## config.mk

```make
export PLATFORM = sky130hd
export DESIGN_NAME = load_store_unit_flat
export DESIGN_NICKNAME = d
export VERILOG_FILES = /design/src/rtl/load_store_unit_if.sv /design/src/rtl/load_store_unit.sv /design/src/flat_wrapper.sv
export SDC_FILE = /design/constraint.sdc
export NUM_CORES = 1
export LEC_CHECK = 0
export ABC_AREA = 1
export CAP_MARGIN = 15
export CORE_MARGIN = 1
export CORE_UTILIZATION = 40
export CTS_CLUSTER_SIZE = 8
export DETAILED_ROUTE_END_ITERATION = 8
export PLACE_DENSITY = 0.8
export SETUP_SLACK_MARGIN = 0.4
export SKIP_LAST_GASP = 1
export SYNTH_ARGS = -nofsm -noshare
export SYNTH_HDL_FRONTEND = slang
export SYNTH_SLANG_ARGS = --single-unit
```

## constraint.sdc

```tcl
create_clock -name clk -period 2.53 [get_ports clk]
set_clock_uncertainty 0.15 [all_clocks]
set_input_delay 0.506 -clock clk [delete_from_list [all_inputs] [get_ports clk]]
set_output_delay 0.506 -clock clk [all_outputs]
set_load 0.03 [all_outputs]
```

## src/rtl/load_store_unit_if.sv

```systemverilog
// Core/memory-facing signal bundle of the load/store unit.
// The slave modport is the LSU view; the master modport is the core plus memory environment.
interface load_store_unit_if;
  localparam int unsigned XLEN = 32;
  localparam int unsigned BEW  = XLEN / 8;

  // Core request side
  logic              req_valid;
  logic              req_write;
  logic [2:0]        req_funct3;
  logic [XLEN-1:0]   addr;
  logic [XLEN-1:0]   wdata;
  logic              req_ready;
  logic              stall;

  // Memory bus side
  logic              mem_req;
  logic              mem_we;
  logic [XLEN-1:0]   mem_addr;
  logic [XLEN-1:0]   mem_wdata;
  logic [BEW-1:0]    mem_be;
  logic              mem_gnt;
  logic              mem_rvalid;
  logic [XLEN-1:0]   mem_rdata;

  // Completion side
  logic              rsp_valid;
  logic [XLEN-1:0]   rsp_rdata;
  logic              rsp_err;

  modport slave (
    input  req_valid, req_write, req_funct3, addr, wdata,
    output req_ready, stall,
    output mem_req, mem_we, mem_addr, mem_wdata, mem_be,
    input  mem_gnt, mem_rvalid, mem_rdata,
    output rsp_valid, rsp_rdata, rsp_err
  );

  modport master (
    output req_valid, req_write, req_funct3, addr, wdata,
    input  req_ready, stall,
    input  mem_req, mem_we, mem_addr, mem_wdata, mem_be,
    output mem_gnt, mem_rvalid, mem_rdata,
    input  rsp_valid, rsp_rdata, rsp_err
  );
endinterface

```

## src/rtl/load_store_unit.sv

```systemverilog
// RV32I load/store unit: one outstanding access, lane alignment for stores,
// extraction and extension for loads, early error response for bad requests.
module load_store_unit (
  input  logic             clk,
  input  logic             rst,
  load_store_unit_if.slave lsu
);
  localparam int unsigned XLEN = 32;
  localparam int unsigned BEW  = XLEN / 8;

  typedef enum logic [1:0] {
    IDLE = 2'd0,
    REQ  = 2'd1,
    WAIT = 2'd2,
    RESP = 2'd3
  } state_e;

  state_e          state_q,     state_d;
  logic            mem_req_q,   mem_req_d;
  logic            mem_we_q,    mem_we_d;
  logic [XLEN-1:0] mem_addr_q,  mem_addr_d;
  logic [XLEN-1:0] mem_wdata_q, mem_wdata_d;
  logic [BEW-1:0]  mem_be_q,    mem_be_d;
  logic            rsp_valid_q, rsp_valid_d;
  logic [XLEN-1:0] rsp_rdata_q, rsp_rdata_d;
  logic            rsp_err_q,   rsp_err_d;
  logic [2:0]      funct3_q,    funct3_d;
  logic [1:0]      off_q,       off_d;
  logic            write_q,     write_d;

  logic            req_err_c;
  logic [BEW-1:0]  st_be_c;
  logic [XLEN-1:0] st_wdata_c;
  logic [XLEN-1:0] shifted_c;
  logic [XLEN-1:0] load_data_c;

  // Request legality/alignment and store lane placement
  always_comb begin : req_decode
    req_err_c  = 1'b0;
    st_be_c    = '0;
    st_wdata_c = '0;
    if (lsu.req_write) begin
      case (lsu.req_funct3)
        3'b000: begin
          st_be_c    = BEW'(4'b0001 << lsu.addr[1:0]);
          st_wdata_c = {4{lsu.wdata[7:0]}};
        end
        3'b001: begin
          st_be_c    = lsu.addr[1] ? 4'b1100 : 4'b0011;
          st_wdata_c = {2{lsu.wdata[15:0]}};
          req_err_c  = lsu.addr[0];
        end
        3'b010: begin
          st_be_c    = 4'b1111;
          st_wdata_c = lsu.wdata;
          req_err_c  = |lsu.addr[1:0];
        end
        default: req_err_c = 1'b1;
      endcase
    end else begin
      case (lsu.req_funct3)
        3'b000, 3'b100: req_err_c = 1'b0;
        3'b001, 3'b101: req_err_c = lsu.addr[0];
        3'b010:         req_err_c = |lsu.addr[1:0];
        default:        req_err_c = 1'b1;
      endcase
    end
  end

  // Load data: bring the addressed byte/half to bit 0, then extend
  always_comb begin : load_extract
    shifted_c   = lsu.mem_rdata >> {off_q, 3'b000};
    load_data_c = shifted_c;
    case (funct3_q)
      3'b000:  load_data_c = {{24{shifted_c[7]}},  shifted_c[7:0]};
      3'b100:  load_data_c = {24'd0,               shifted_c[7:0]};
      3'b001:  load_data_c = {{16{shifted_c[15]}}, shifted_c[15:0]};
      3'b101:  load_data_c = {16'd0,               shifted_c[15:0]};
      default: load_data_c = shifted_c;
    endcase
  end

  // Next-state and registered-output logic
  always_comb begin : fsm_next
    state_d     = state_q;
    mem_req_d   = 1'b0;
    mem_we_d    = 1'b0;
    mem_addr_d  = mem_addr_q;
    mem_wdata_d = mem_wdata_q;
    mem_be_d    = mem_be_q;
    rsp_valid_d = 1'b0;
    rsp_rdata_d = rsp_rdata_q;
    rsp_err_d   = rsp_err_q;
    funct3_d    = funct3_q;
    off_d       = off_q;
    write_d     = write_q;

    case (state_q)
      IDLE: begin
        if (lsu.req_valid) begin
          funct3_d = lsu.req_funct3;
          off_d    = lsu.addr[1:0];
          write_d  = lsu.req_write;
          if (req_err_c) begin
            state_d     = RESP;
            rsp_valid_d = 1'b1;
            rsp_err_d   = 1'b1;
            rsp_rdata_d = '0;
          end else begin
            state_d     = REQ;
            mem_req_d   = 1'b1;
            mem_we_d    = lsu.req_write;
            mem_addr_d  = {lsu.addr[XLEN-1:2], 2'b00};
            mem_wdata_d = st_wdata_c;
            mem_be_d    = st_be_c;
          end
        end
      end
      REQ: begin
        if (lsu.mem_gnt) begin
          if (write_q) begin
            state_d     = RESP;
            rsp_valid_d = 1'b1;
            rsp_err_d   = 1'b0;
            rsp_rdata_d = '0;
          end else begin
            state_d = WAIT;
          end
        end else begin
          mem_req_d = 1'b1;
          mem_we_d  = write_q;
        end
      end
      WAIT: begin
        if (lsu.mem_rvalid) begin
          state_d     = RESP;
          rsp_valid_d = 1'b1;
          rsp_err_d   = 1'b0;
          rsp_rdata_d = load_data_c;
        end
      end
      RESP: state_d = IDLE;
      default: state_d = IDLE;
    endcase
  end

  always_ff @(posedge clk) begin : regs
    if (rst) begin
      state_q     <= IDLE;
      mem_req_q   <= 1'b0;
      mem_we_q    <= 1'b0;
      mem_addr_q  <= '0;
      mem_wdata_q <= '0;
      mem_be_q    <= '0;
      rsp_valid_q <= 1'b0;
      rsp_rdata_q <= '0;
      rsp_err_q   <= 1'b0;
      funct3_q    <= '0;
      off_q       <= '0;
      write_q     <= 1'b0;
    end else begin
      state_q     <= state_d;
      mem_req_q   <= mem_req_d;
      mem_we_q    <= mem_we_d;
      mem_addr_q  <= mem_addr_d;
      mem_wdata_q <= mem_wdata_d;
      mem_be_q    <= mem_be_d;
      rsp_valid_q <= rsp_valid_d;
      rsp_rdata_q <= rsp_rdata_d;
      rsp_err_q   <= rsp_err_d;
      funct3_q    <= funct3_d;
      off_q       <= off_d;
      write_q     <= write_d;
    end
  end

  // Handshake outputs decode directly from state so the core sees them the same cycle
  assign lsu.req_ready = (state_q == IDLE);
  assign lsu.stall     = lsu.req_valid || (state_q != IDLE);

  assign lsu.mem_req   = mem_req_q;
  assign lsu.mem_we    = mem_we_q;
  assign lsu.mem_addr  = mem_addr_q;
  assign lsu.mem_wdata = mem_wdata_q;
  assign lsu.mem_be    = mem_be_q;
  assign lsu.rsp_valid = rsp_valid_q;
  assign lsu.rsp_rdata = rsp_rdata_q;
  assign lsu.rsp_err   = rsp_err_q;
endmodule

```

## src/flat_wrapper.sv

```systemverilog
// flat-port wrapper written by rule: the top's interface ports become plain ports
module load_store_unit_flat 
  (clk, rst, lsu_req_valid, lsu_req_write, lsu_req_funct3, lsu_addr, lsu_wdata, lsu_req_ready, lsu_stall, lsu_mem_req, lsu_mem_we, lsu_mem_addr, lsu_mem_wdata, lsu_mem_be, lsu_mem_gnt, lsu_mem_rvalid, lsu_mem_rdata, lsu_rsp_valid, lsu_rsp_rdata, lsu_rsp_err);
  load_store_unit_if lsu_i ();
  input  logic clk;
  input  logic rst;
  input wire logic [$bits(lsu_i.req_valid)-1:0] lsu_req_valid;
  input wire logic [$bits(lsu_i.req_write)-1:0] lsu_req_write;
  input wire logic [$bits(lsu_i.req_funct3)-1:0] lsu_req_funct3;
  input wire logic [$bits(lsu_i.addr)-1:0] lsu_addr;
  input wire logic [$bits(lsu_i.wdata)-1:0] lsu_wdata;
  output wire logic [$bits(lsu_i.req_ready)-1:0] lsu_req_ready;
  output wire logic [$bits(lsu_i.stall)-1:0] lsu_stall;
  output wire logic [$bits(lsu_i.mem_req)-1:0] lsu_mem_req;
  output wire logic [$bits(lsu_i.mem_we)-1:0] lsu_mem_we;
  output wire logic [$bits(lsu_i.mem_addr)-1:0] lsu_mem_addr;
  output wire logic [$bits(lsu_i.mem_wdata)-1:0] lsu_mem_wdata;
  output wire logic [$bits(lsu_i.mem_be)-1:0] lsu_mem_be;
  input wire logic [$bits(lsu_i.mem_gnt)-1:0] lsu_mem_gnt;
  input wire logic [$bits(lsu_i.mem_rvalid)-1:0] lsu_mem_rvalid;
  input wire logic [$bits(lsu_i.mem_rdata)-1:0] lsu_mem_rdata;
  output wire logic [$bits(lsu_i.rsp_valid)-1:0] lsu_rsp_valid;
  output wire logic [$bits(lsu_i.rsp_rdata)-1:0] lsu_rsp_rdata;
  output wire logic [$bits(lsu_i.rsp_err)-1:0] lsu_rsp_err;
  assign lsu_i.req_valid = lsu_req_valid;
  assign lsu_i.req_write = lsu_req_write;
  assign lsu_i.req_funct3 = lsu_req_funct3;
  assign lsu_i.addr = lsu_addr;
  assign lsu_i.wdata = lsu_wdata;
  assign lsu_req_ready = lsu_i.req_ready;
  assign lsu_stall = lsu_i.stall;
  assign lsu_mem_req = lsu_i.mem_req;
  assign lsu_mem_we = lsu_i.mem_we;
  assign lsu_mem_addr = lsu_i.mem_addr;
  assign lsu_mem_wdata = lsu_i.mem_wdata;
  assign lsu_mem_be = lsu_i.mem_be;
  assign lsu_i.mem_gnt = lsu_mem_gnt;
  assign lsu_i.mem_rvalid = lsu_mem_rvalid;
  assign lsu_i.mem_rdata = lsu_mem_rdata;
  assign lsu_rsp_valid = lsu_i.rsp_valid;
  assign lsu_rsp_rdata = lsu_i.rsp_rdata;
  assign lsu_rsp_err = lsu_i.rsp_err;
  load_store_unit u_core (.clk(clk), .rst(rst), .lsu(lsu_i));
endmodule
```

==> results of run 1 <==
## Yosys cell counts, types with 2 or more instances
cell type / instances
nand2_1: 278
nor2_1: 190
nand3_1: 158
dfxtp_1: 110
inv_1: 83
a21oi_1: 52
buf_2: 26
o21ai_0: 23
clkbuf_1: 21
buf_1: 12
buf_4: 8
ha_1: 4
inv_2: 4
nand3_2: 3
a31oi_1: 2
buf_6: 2
nand2_2: 2
nand4_1: 2
nor2_2: 2
o21a_1: 2
## where the power goes
part,switching [W],internal [W]
Sequential,0.000287,0.00225
Combinational,0.00324,0.00222
Clock,0.000668,0.000775
Total,0.00420,0.00524
## layout make-up
| cell class | instances | share of cell area (%) |
|---|---|---|
| Timing Repair Buffer | 254 | 29.6 |
| Inverter | 88 | 3.72 |
| Tap cell | 184 | 2.58 |
| Multi-Input combinational cell | 725 | 36.0 |
| Sequential cell | 110 | 24.7 |
| Clock buffer | 10 | 2.57 |
| Clock inverter | 6 | 0.759 |
## placed cells by master (no fill, tap or decap), types with 3 or more instances in the layout
cell             instances
nor2_1                 188
inv_1                   82
nand3_2                  5
buf_4                   30
nand2_2                  3
o21ai_0                 23
a21oi_1                 51
buf_12                   7
clkbuf_16               15
inv_2                    5
clkdlybuf4s50_1        200
nand2_1                276
dlymetal6s2s_1           5
nand3_1                155
buf_6                    4
dfxtp_1                109
## state kept, by name, indices dropped and copies added, names as in the netlist
name,flops
u_core.lsu.rsp_rdata,32
u_core.write_q,1
u_core.off_q,2
u_core.lsu.mem_req,1
u_core.lsu.mem_be,4
u_core.lsu.rsp_err,1
u_core.lsu.mem_we,1
u_core.lsu.rsp_valid,1
u_core.lsu.mem_addr,30
u_core.lsu.mem_wdata,32
u_core.state_q,2
u_core.funct3_q,3
## metal layers
| layer | vias to the layer above | global-route usage (%) |
|---|---|---|
| li1 | 3487 | - |
| met1 | 3098 | 30.1 |
| met2 | 298 | 37.2 |
| met3 | 42 | 3.69 |
| met4 | 0 | 9.78 |
| met5 | - | 0 |
## per-stage QoR
stage | hold WS [ns] | cell area [µm²] | utilization, % | setup slack, ns | std cells
after floorplan | 0.317 | 6000 | - | 0.498 | 992
after global placement | 0.301 | 8310 | 56.9 | 0.0639 | 1347
after detailed placement | 0.317 | 8310 | 56.9 | 0.00174 | 1347
after CTS | 0.334 | 8610 | 59.0 | 0.302 | 1364
after global routing | 0.355 | 8910 | 61.0 | 0.385 | 1377
final | 0.330 | 8910 | 61.0 | 0.472 | 1377
## final timing paths
kind / startpoint / to / slack, ns / depth (start not counted)
worst min register to register: u_core.lsu.rsp_rdata[0] / u_core.lsu.rsp_rdata[0] / 0.33 / 2
worst max-delay path: u_core.lsu.mem_be[0] / lsu_mem_be[0] / 0.47 / 1
worst max register to register: u_core.state_q[0] / u_core.lsu.rsp_rdata[26] / 0.50 / 9
worst min-delay path: u_core.lsu.rsp_rdata[0] / u_core.lsu.rsp_rdata[0] / 0.33 / 2
## kinds of logic (layout without fill, tap and decap cells)
kind of cell / after synthesis / in the layout / synth area share, %
AND/OR/NAND/NOR: 639 / 639 / 44.3
buffers and inverters: 157 / 358 / 11.1
flip-flops: 110 / 110 / 36.8
AO/OA/AOI/OAI: 80 / 80 / 6.84
adder cells (fa/ha/maj): 4 / 4 / 0.836
other: 1 / 2 / 0.0626
## what timing repair did
item	CTS	global route
pin swaps	0	7
hold buffers	0	0
setup endpoints to repair	51	95
resized for setup	3	23
buffers inserted	1	5
gates cloned	0	8
==> run metrics, run 1 <==
outcome finished, final reports clean; Primary FF master, synth dfxtp_1; Critical Path RT 1.87 ns; Top delay family on crit path buffers and inverters; core region area 14600 µm²; WS Path Type flip-flop to primary output; post-layout min period 2.06 ns; relative slew slack 53.3%; register area share after synthesis 36.8%; vias per inst slightly above 5; final max-slew violation count 0; CP Launch Type flip-flop; Slowest-stage cell, CP clkdlybuf4s50_1; TritonCTS clock tree built; mapped cell area 5990 µm²; ys async rst share 0%; gpl congestion 0.908; Detailed Place HPWL 13.0 mm; Total Routed Length 19.4 mm; Starting Density 41.0%; RSZ-0062 raised after global routing no; WL/cell between 10 and 15 µm; initial antenna violation count 0; clock sinks 110; Pwr Density ~1100 nW/µm²; worst min path class flip-flop to flip-flop; final setup violating endpoints 0; crit path max fanout 2; critical path endpoint category primary output; Worst EP arrival 1.40 ns; Ports between 200 and 250; DR top layer met4; FMAX 486 MHz; Root Driver clkbuf_16; final total power 0.00944 W; largest net degree at the start of global routing 67; Register Area 2200 µm²; maximum root-to-sink buffer count 2; GRT overflow 0; met1 wire length 8.43 mm; Die Area 15500 µm²; first-pass iteration count of the detailed router 8; number of global-route vias before repair 6006; Detailed Route Iter0 Violations approximately 630; cell taking the most area after synthesis dfxtp_1; Critical Path Max Stage Delay around 0.7 ns; first-pass GRT wire length between 20 and 30 mm; Yosys reg bits 110; Layout area overhead 48.8%; Die H 124 µm; num rows 44; I/O Buffers 208; syn_area_per_cell 6.04 µm²; Post-synth EDFFs 0; CTS HTree Levels 3; WL met3 1.28 mm; CTS Buf Count 9; Global Route Usage Sum 23.0%; Max VDD drop 0.577 mV; Synth cell types 27; period utilisation layout 81.4%; Synth area leaders dfxtp_1 (37%), nand2_1 (17%), nand3_1 (13%); Buf+Inv Stages, Crit Path 1; Die W 124 µm; TNS Setup 0 ns; leak pwr around 4.1 nW; DR DRC count 0; Worst-Margin Slew 0.700 ns; clk slew on worst S/H paths 0.08 ns; Final nets 1297; fraction of layout cells with a size suffix above 1 7.80%; area share of the leading cell type in the synthesized netlist 36.8%; Mapped Cells 991; worst-path cell chain clkdlybuf4s50_1; n_diodes 0; max cap viols 0; met2 routed WL 9.10 mm; fillcell total 1373; area of the multi-input gates approximately 3200 µm²; clk_lat worst skew 0.35 ns; DRT antenna net count 0; DR vias 6925; yosys warns 0; Final Hold Viols 0
(Power assumes the default switching activity.)
==> run 2, diff against run 1 <==
PLACE_DENSITY = 0.83   (was 0.8)
clock period = 1.8 ns   (was 2.53 ns; I/O delays follow)
==> run 2 against run 1 <==
The run now ends with negative setup slack left. Sequential share of layout area is 1.9 points lower. Critical path depth is 9 higher. Via count is 5.7% higher. Routed wire length is 12% higher. Critical path type is now flip-flop to flip-flop. Largest cell class unchanged. Largest power group unchanged.
==> run metrics, run 2 (synthesized netlist as in run 1, its figures left out) <==
final total power 0.0149 W (+57%); Critical Path Sink u_core.lsu.mem_wdata[20]; Worst EP arrival 1.97 ns (+0.57 ns); initial antenna violation count 1 (+1); CP Launch Type flip-flop; clock sinks 110 (unchanged); gpl congestion 0.951 (+4.7%); num rows 44 (unchanged); leak pwr 4.79 nW (+17%); Seq pwr share 25.0% (-1.8 points); period utilisation layout 102%; Root Driver clkbuf_16; TNS Setup -0.126 ns (-0.126 ns); FMAX 547 MHz; Layout area overhead 64.5%; Die W 124 µm (unchanged); R2R cell count 10 (+1); WS Path Type flip-flop to flip-flop; final max-slew violation count 0 (unchanged); fraction of layout cells with a size suffix above 1 24.5% (+17 points); max cap viols 0 (unchanged); core region area 14600 µm² (unchanged); Detailed Place HPWL 13.8 mm (+6.2%); first-pass GRT wire length 33.2 mm (+13%); DRT antenna net count 0 (unchanged); switching share of power 43.9% (-0.55 points); crit path max fanout 7 (+5); fillcell total 1227 (-11%); Global Route Usage Sum 26.2% (+3.2 points); Clk pwr share 14.9% (-0.4 points); clk slew on worst S/H paths 0.08 ns (about the same); RSZ-0062 raised after global routing yes; slack of the critical path -0.0278 ns (-0.500 ns); post-layout min period ~1.8 ns; first-pass iteration count of the detailed router 5 (-3); CP startpoint u_core.state_q[1]; R2R setup slack -0.03 ns (-0.53 ns); DR vias 7322 (+5.7%); GRT overflow 0 (unchanged); Psw 0.00653 W (+56%); Die H 124 µm (unchanged); vias per inst 5.11 (+1.5%); worst min path class input pin to flip-flop; critical path endpoint category flip-flop; outcome complete, but fails checks; hold_buf cts 0 (unchanged); Pwr Density 1510 nW/µm² (+42%); DR DRC count 0 (unchanged); Int Pwr 0.00834 W (+59%); Ports 211 (unchanged); Die Area 15500 µm² (unchanged); Detailed Route Iter0 Violations 569 (-10%); Max VDD drop 0.747 mV (+29%); TritonCTS clock tree built; Total Routed Length 21.7 mm (+12%); Final nets 1353 (+4.3%); maximum root-to-sink buffer count 2 (unchanged); r2r startpoint u_core.state_q[1]; number of global-route vias before repair 6720 (+12%); final setup violating endpoints 10 (+10); failing checks negative setup slack; CTS HTree Levels 3 (unchanged); clk_lat worst skew 0.35 ns (about the same); most frequent cells in the layout nand2_1 (274), nand3_1 (155), nor2_1 (155), clkdlybuf4s50_1 (97), buf_4 (94); Final Hold Viols 0 (unchanged); largest net degree at the start of global routing 45 (-33%); combinational share of power 60.1% (+2.2 points); most common cell after layout, fill and taps aside nand2_1; WL/cell 15.1 µm (+7.7%); Starting Density 41.0% (unchanged); Hold WS 0.291 ns (-0.0388 ns); CTS Buf Count 9 (unchanged); Critical Path RT 1.94 ns (+0.07 ns); r2r endpoint u_core.lsu.mem_wdata[20]; I/O Buffers 208 (unchanged)
-- run 2: repair_timing --
item | 4_1_cts | 5_1_grt
setup endpoints to repair | 209 | 212
gates resized for setup | 186 | 458
cloned | 8 | 4
setup buffers | 14 | 5
pin swaps | 18 | 20
-- run 2: power groups by stage --
stage,logic (W),clock network [W],registers [W]
finish,0.00894,0.00221,0.00372
global route,0.00966,0.00235,0.00381
CTS,0.00795,0.00224,0.00354
detailed placement,0.00755,0,0.00360
global placement,0.00746,0,0.00358
floorplan,0.00368,0,0.00483
-- run 2: critical path, cell delays in order (launching register included) --
cell	delay (ns)
dfxtp_4	0.37
inv_4	0.08
ha_4	0.20
nand4_1	0.11
buf_6	0.15
nor2_4	0.14
buf_6	0.16
buf_6	0.11
buf_12	0.15
nor2_1	0.06
nor2_1	0.09
-- run 2: worst min-delay path by stage --
stage,cells after the start,slack (ns),from,end
4_1_cts,4,0.32,lsu_req_valid,u_core.funct3_q[2]
3_3_place_gp,2,0.30,u_core.lsu.mem_addr[11],u_core.lsu.mem_addr[11]
3_5_place_dp,2,0.31,u_core.lsu.mem_addr[6],u_core.lsu.mem_addr[6]
2_1_floorplan,1,0.28,rst,u_core.lsu.mem_req
5_1_grt,5,0.31,lsu_req_valid,u_core.write_q
6_report,5,0.29,lsu_req_valid,u_core.write_q
-- run 2: layer usage --
metal | GRT usage [%] | vias to the layer above | wire length [µm]
met5 | 0 | - | 0
met1 | 33.5 | 3271 | 8800
met3 | 4.94 | 64 | 1860
li1 | - | 3611 | -
met2 | 42.6 | 376 | 10200
met4 | 11.8 | 0 | 810
-- run 2: layout make-up --
cell class                 instances  area [µm²]  share of cell area (%)
inverter                          88         352                    3.57
antenna                            1        2.50                  0.0254
multi-input combinational        725        3460                    35.1
clock buffer                      10         239                    2.43
tap                              184         230                    2.34
timing repair buffer             310        3220                    32.7
sequential                       110        2250                    22.9
clock inverter                     6        93.8                   0.953
-- run 2: stage by stage --
step	setup WS (ns)	util, %	cells	cell area (µm²)
floorplan	-0.0392	-	992	6160
detailed placement	-0.591	59.7	1386	8700
global route	-0.0900	67.5	1434	9840
CTS	0.0425	64.2	1424	9370
finish	-0.0278	67.5	1434	9840
global placement	-0.506	59.7	1386	8700
==> run 3, diff against run 2 <==
DONT_BUFFER_PORTS = 1   (was default)
PLACE_DENSITY = 0.64   (was 0.83)
==> run 3 against run 2 <==
The run now ends clean. Sequential cell count unchanged. Clock-buffer cell count unchanged. Clock power decreased by 12%. Combinational power decreased by 36%. Sequential share of layout area increased by 8.7 points. Fmax increased by 4.7%. Highest routed layer unchanged.
==> run metrics, run 3 (synthesized netlist as in run 1, its figures left out) <==
final setup violating endpoints 0 (-10); fraction of layout cells with a size suffix above 1 23.3% (-1.2 points); WHS Path Cells 2 (-3); HP Start lsu_addr[1]; period utilisation layout 97.0% (-4.6 points); gpl congestion 0.891 (-6.2%); met2 routed WL 8.23 mm (-20%); RSZ-0062 raised after global routing yes; worst min path class input pin to flip-flop; dpl ws 0.0200 ns (+0.612 ns); maximum root-to-sink buffer count 2 (unchanged); Final Hold Viols 0 (unchanged); Ports 211 (unchanged); slack of the critical path 0.0542 ns (+0.0820 ns); n_diodes 0 (-1); CTS Buf Count 9 (unchanged); r2r startpoint u_core.state_q[1]; Layout area overhead 23.0%; I/O Buffers 0 (-100%); number of global-route vias before repair 5448 (-19%); R2R cell count 9 (-1); FMAX 573 MHz (+4.7%); Starting Density 41.0% (unchanged); R2R setup slack 0.05 ns (+0.08 ns); Die W 124 µm (unchanged); largest net degree at the start of global routing 69 (+53%); leak pwr 3.49 nW (-27%); crit path max fanout 12 (+5); TNS Setup 0 ns (+0.126 ns); met1 wire length 8.07 mm (-8.3%); DR DRC count 0 (unchanged); final max-slew violation count 0 (unchanged); CTS HTree Levels 3 (unchanged); Worst Hold End u_core.off_q[1]; Critical Path RT 1.89 ns (-0.05 ns); WS Path Type flip-flop to flip-flop; core region area 14600 µm² (unchanged); WL met3 1.56 mm (-16%); Final Non-Filler Cells 1189 (-17%); Detailed Route Iter0 Violations 369 (-35%); WL/cell 15.4 µm (+1.9%); first-pass GRT wire length 28.0 mm (-16%); DR top layer met4; TritonCTS clock tree built; r2r endpoint u_core.lsu.rsp_rdata[26]; clk slew on worst S/H paths 0.08 ns (about the same); final core utilization 50.5% (-17 points); Placed Instances 1148 (-17%); Global Route Usage Sum 22.2% (-3.9 points); clk_lat worst skew 0.35 ns (about the same); Detailed Place HPWL 12.3 mm (-11%); DRT antenna net count 0 (unchanged); first-pass iteration count of the detailed router 5 (unchanged); Die H 124 µm (unchanged); initial antenna violation count 0 (-1); outcome finished, final reports clean; area of the multi-input gates 3340 µm² (-3.4%); vias per inst 5.11 (about the same); num rows 44 (unchanged); DR vias 6072 (-17%); CP Launch Type flip-flop; Pwr Density 1730 nW/µm² (+14%); Max VDD drop 0.611 mV (-18%); most frequent cells in the layout nand2_1 (274), nor2_1 (181), nand3_1 (158), dfxtp_2 (96), inv_1 (79); fillcell total 1543 (+26%); clock sinks 110 (unchanged); Root Driver clkbuf_16; Worst EP arrival 1.84 ns (-0.13 ns); post-layout min period 1.75 ns (-0.0820 ns); GRT overflow 0 (unchanged); Total Routed Length 18.3 mm (-16%); max cap viols 0 (unchanged); Final nets 1109 (-18%); critical path endpoint category flip-flop; Register Area 2320 µm² (+3.2%); most common cell after layout, fill and taps aside nand2_1; Die Area 15500 µm² (unchanged)
## run 3: changes by cell type in the layout (fill, tap and decap cells not counted), moves of 16 or more
| cell | change |
|---|---|
| clkdlybuf4s50_1 | -97 |
| dfxtp_2 | +67 |
| dfxtp_1 | -64 |
| buf_4 | -62 |
| buf_6 | -45 |
| dlygate4sd2_1 | -32 |
| nor2_1 | +26 |
| nor2_2 | -16 |
## run 3: worst max path at each step
stage,startpoint,depth (start not counted),slack [ns],endpoint
finish,u_core.state_q[1],9,0.05,u_core.lsu.rsp_rdata[26]
global route,u_core.state_q[0],9,-0.04,u_core.lsu.mem_addr[31]
CTS,u_core.state_q[0],9,0.09,u_core.lsu.mem_addr[10]
detailed placement,u_core.state_q[0],9,0.02,u_core.lsu.rsp_rdata[25]
global placement,lsu_req_funct3[0],7,0.06,u_core.lsu.mem_be[2]
floorplan,u_core.state_q[1],9,-0.04,u_core.lsu.rsp_rdata[19]
## run 3: final cells by class
type	instances	area share, %
Multi-Input combinational cell	725	45.4
Sequential cell	110	31.5
Timing Repair Buffer	66	11.5
Inverter	88	4.61
Tap cell	184	3.13
Clock buffer	10	3.11
Clock inverter	6	0.748
## run 3: metrics by stage
step / power, W / cell area (µm²) / hold slack, ns
finish: 0.0127 / 7360 / 0.0209
global route: 0.0136 / 7360 / 0.0253
CTS: 0.0119 / 6840 / 0.0288
detailed placement: 0.00958 / 6390 / 0.284
global placement: 0.00953 / 6390 / 0.282
floorplan: 0.00852 / 6160 / 0.279
## run 3: layer usage
layer	up-vias	GRT usage, %
met1	2694	28.6
met5	-	0
met2	230	35.1
li1	3116	-
met3	32	6.14
met4	0	8.72
## run 3: worst max-delay path, cell delays in order, from the launching register on
cell and delay [ns]:
dfxtp_2 0.36, inv_2 0.06, ha_2 0.19, nand2_2 0.09, nand3_4 0.09, nor3_4 0.17, nand2_4 0.15, buf_12 0.18
a21oi_1 0.14, nor2_1 0.05
## run 3: timing repair
action / in CTS / in global routing
hold buffers: 2 / 0
cloned: 2 / 9
resized for setup: 13 / 152
pin swaps: 5 / 15
hold endpoints to repair: 5 / 0
setup buffers: 6 / 6
endpoints found under the setup margin: 159 / 208
## run 3: report_power, final
group	internal [W]	leakage, nW	total [W]	switching (W)
logic	0.00249	2.41	0.00568	0.00318
clock network	0.000968	0.133	0.00194	0.000970
registers	0.00330	0.941	0.00510	0.00179
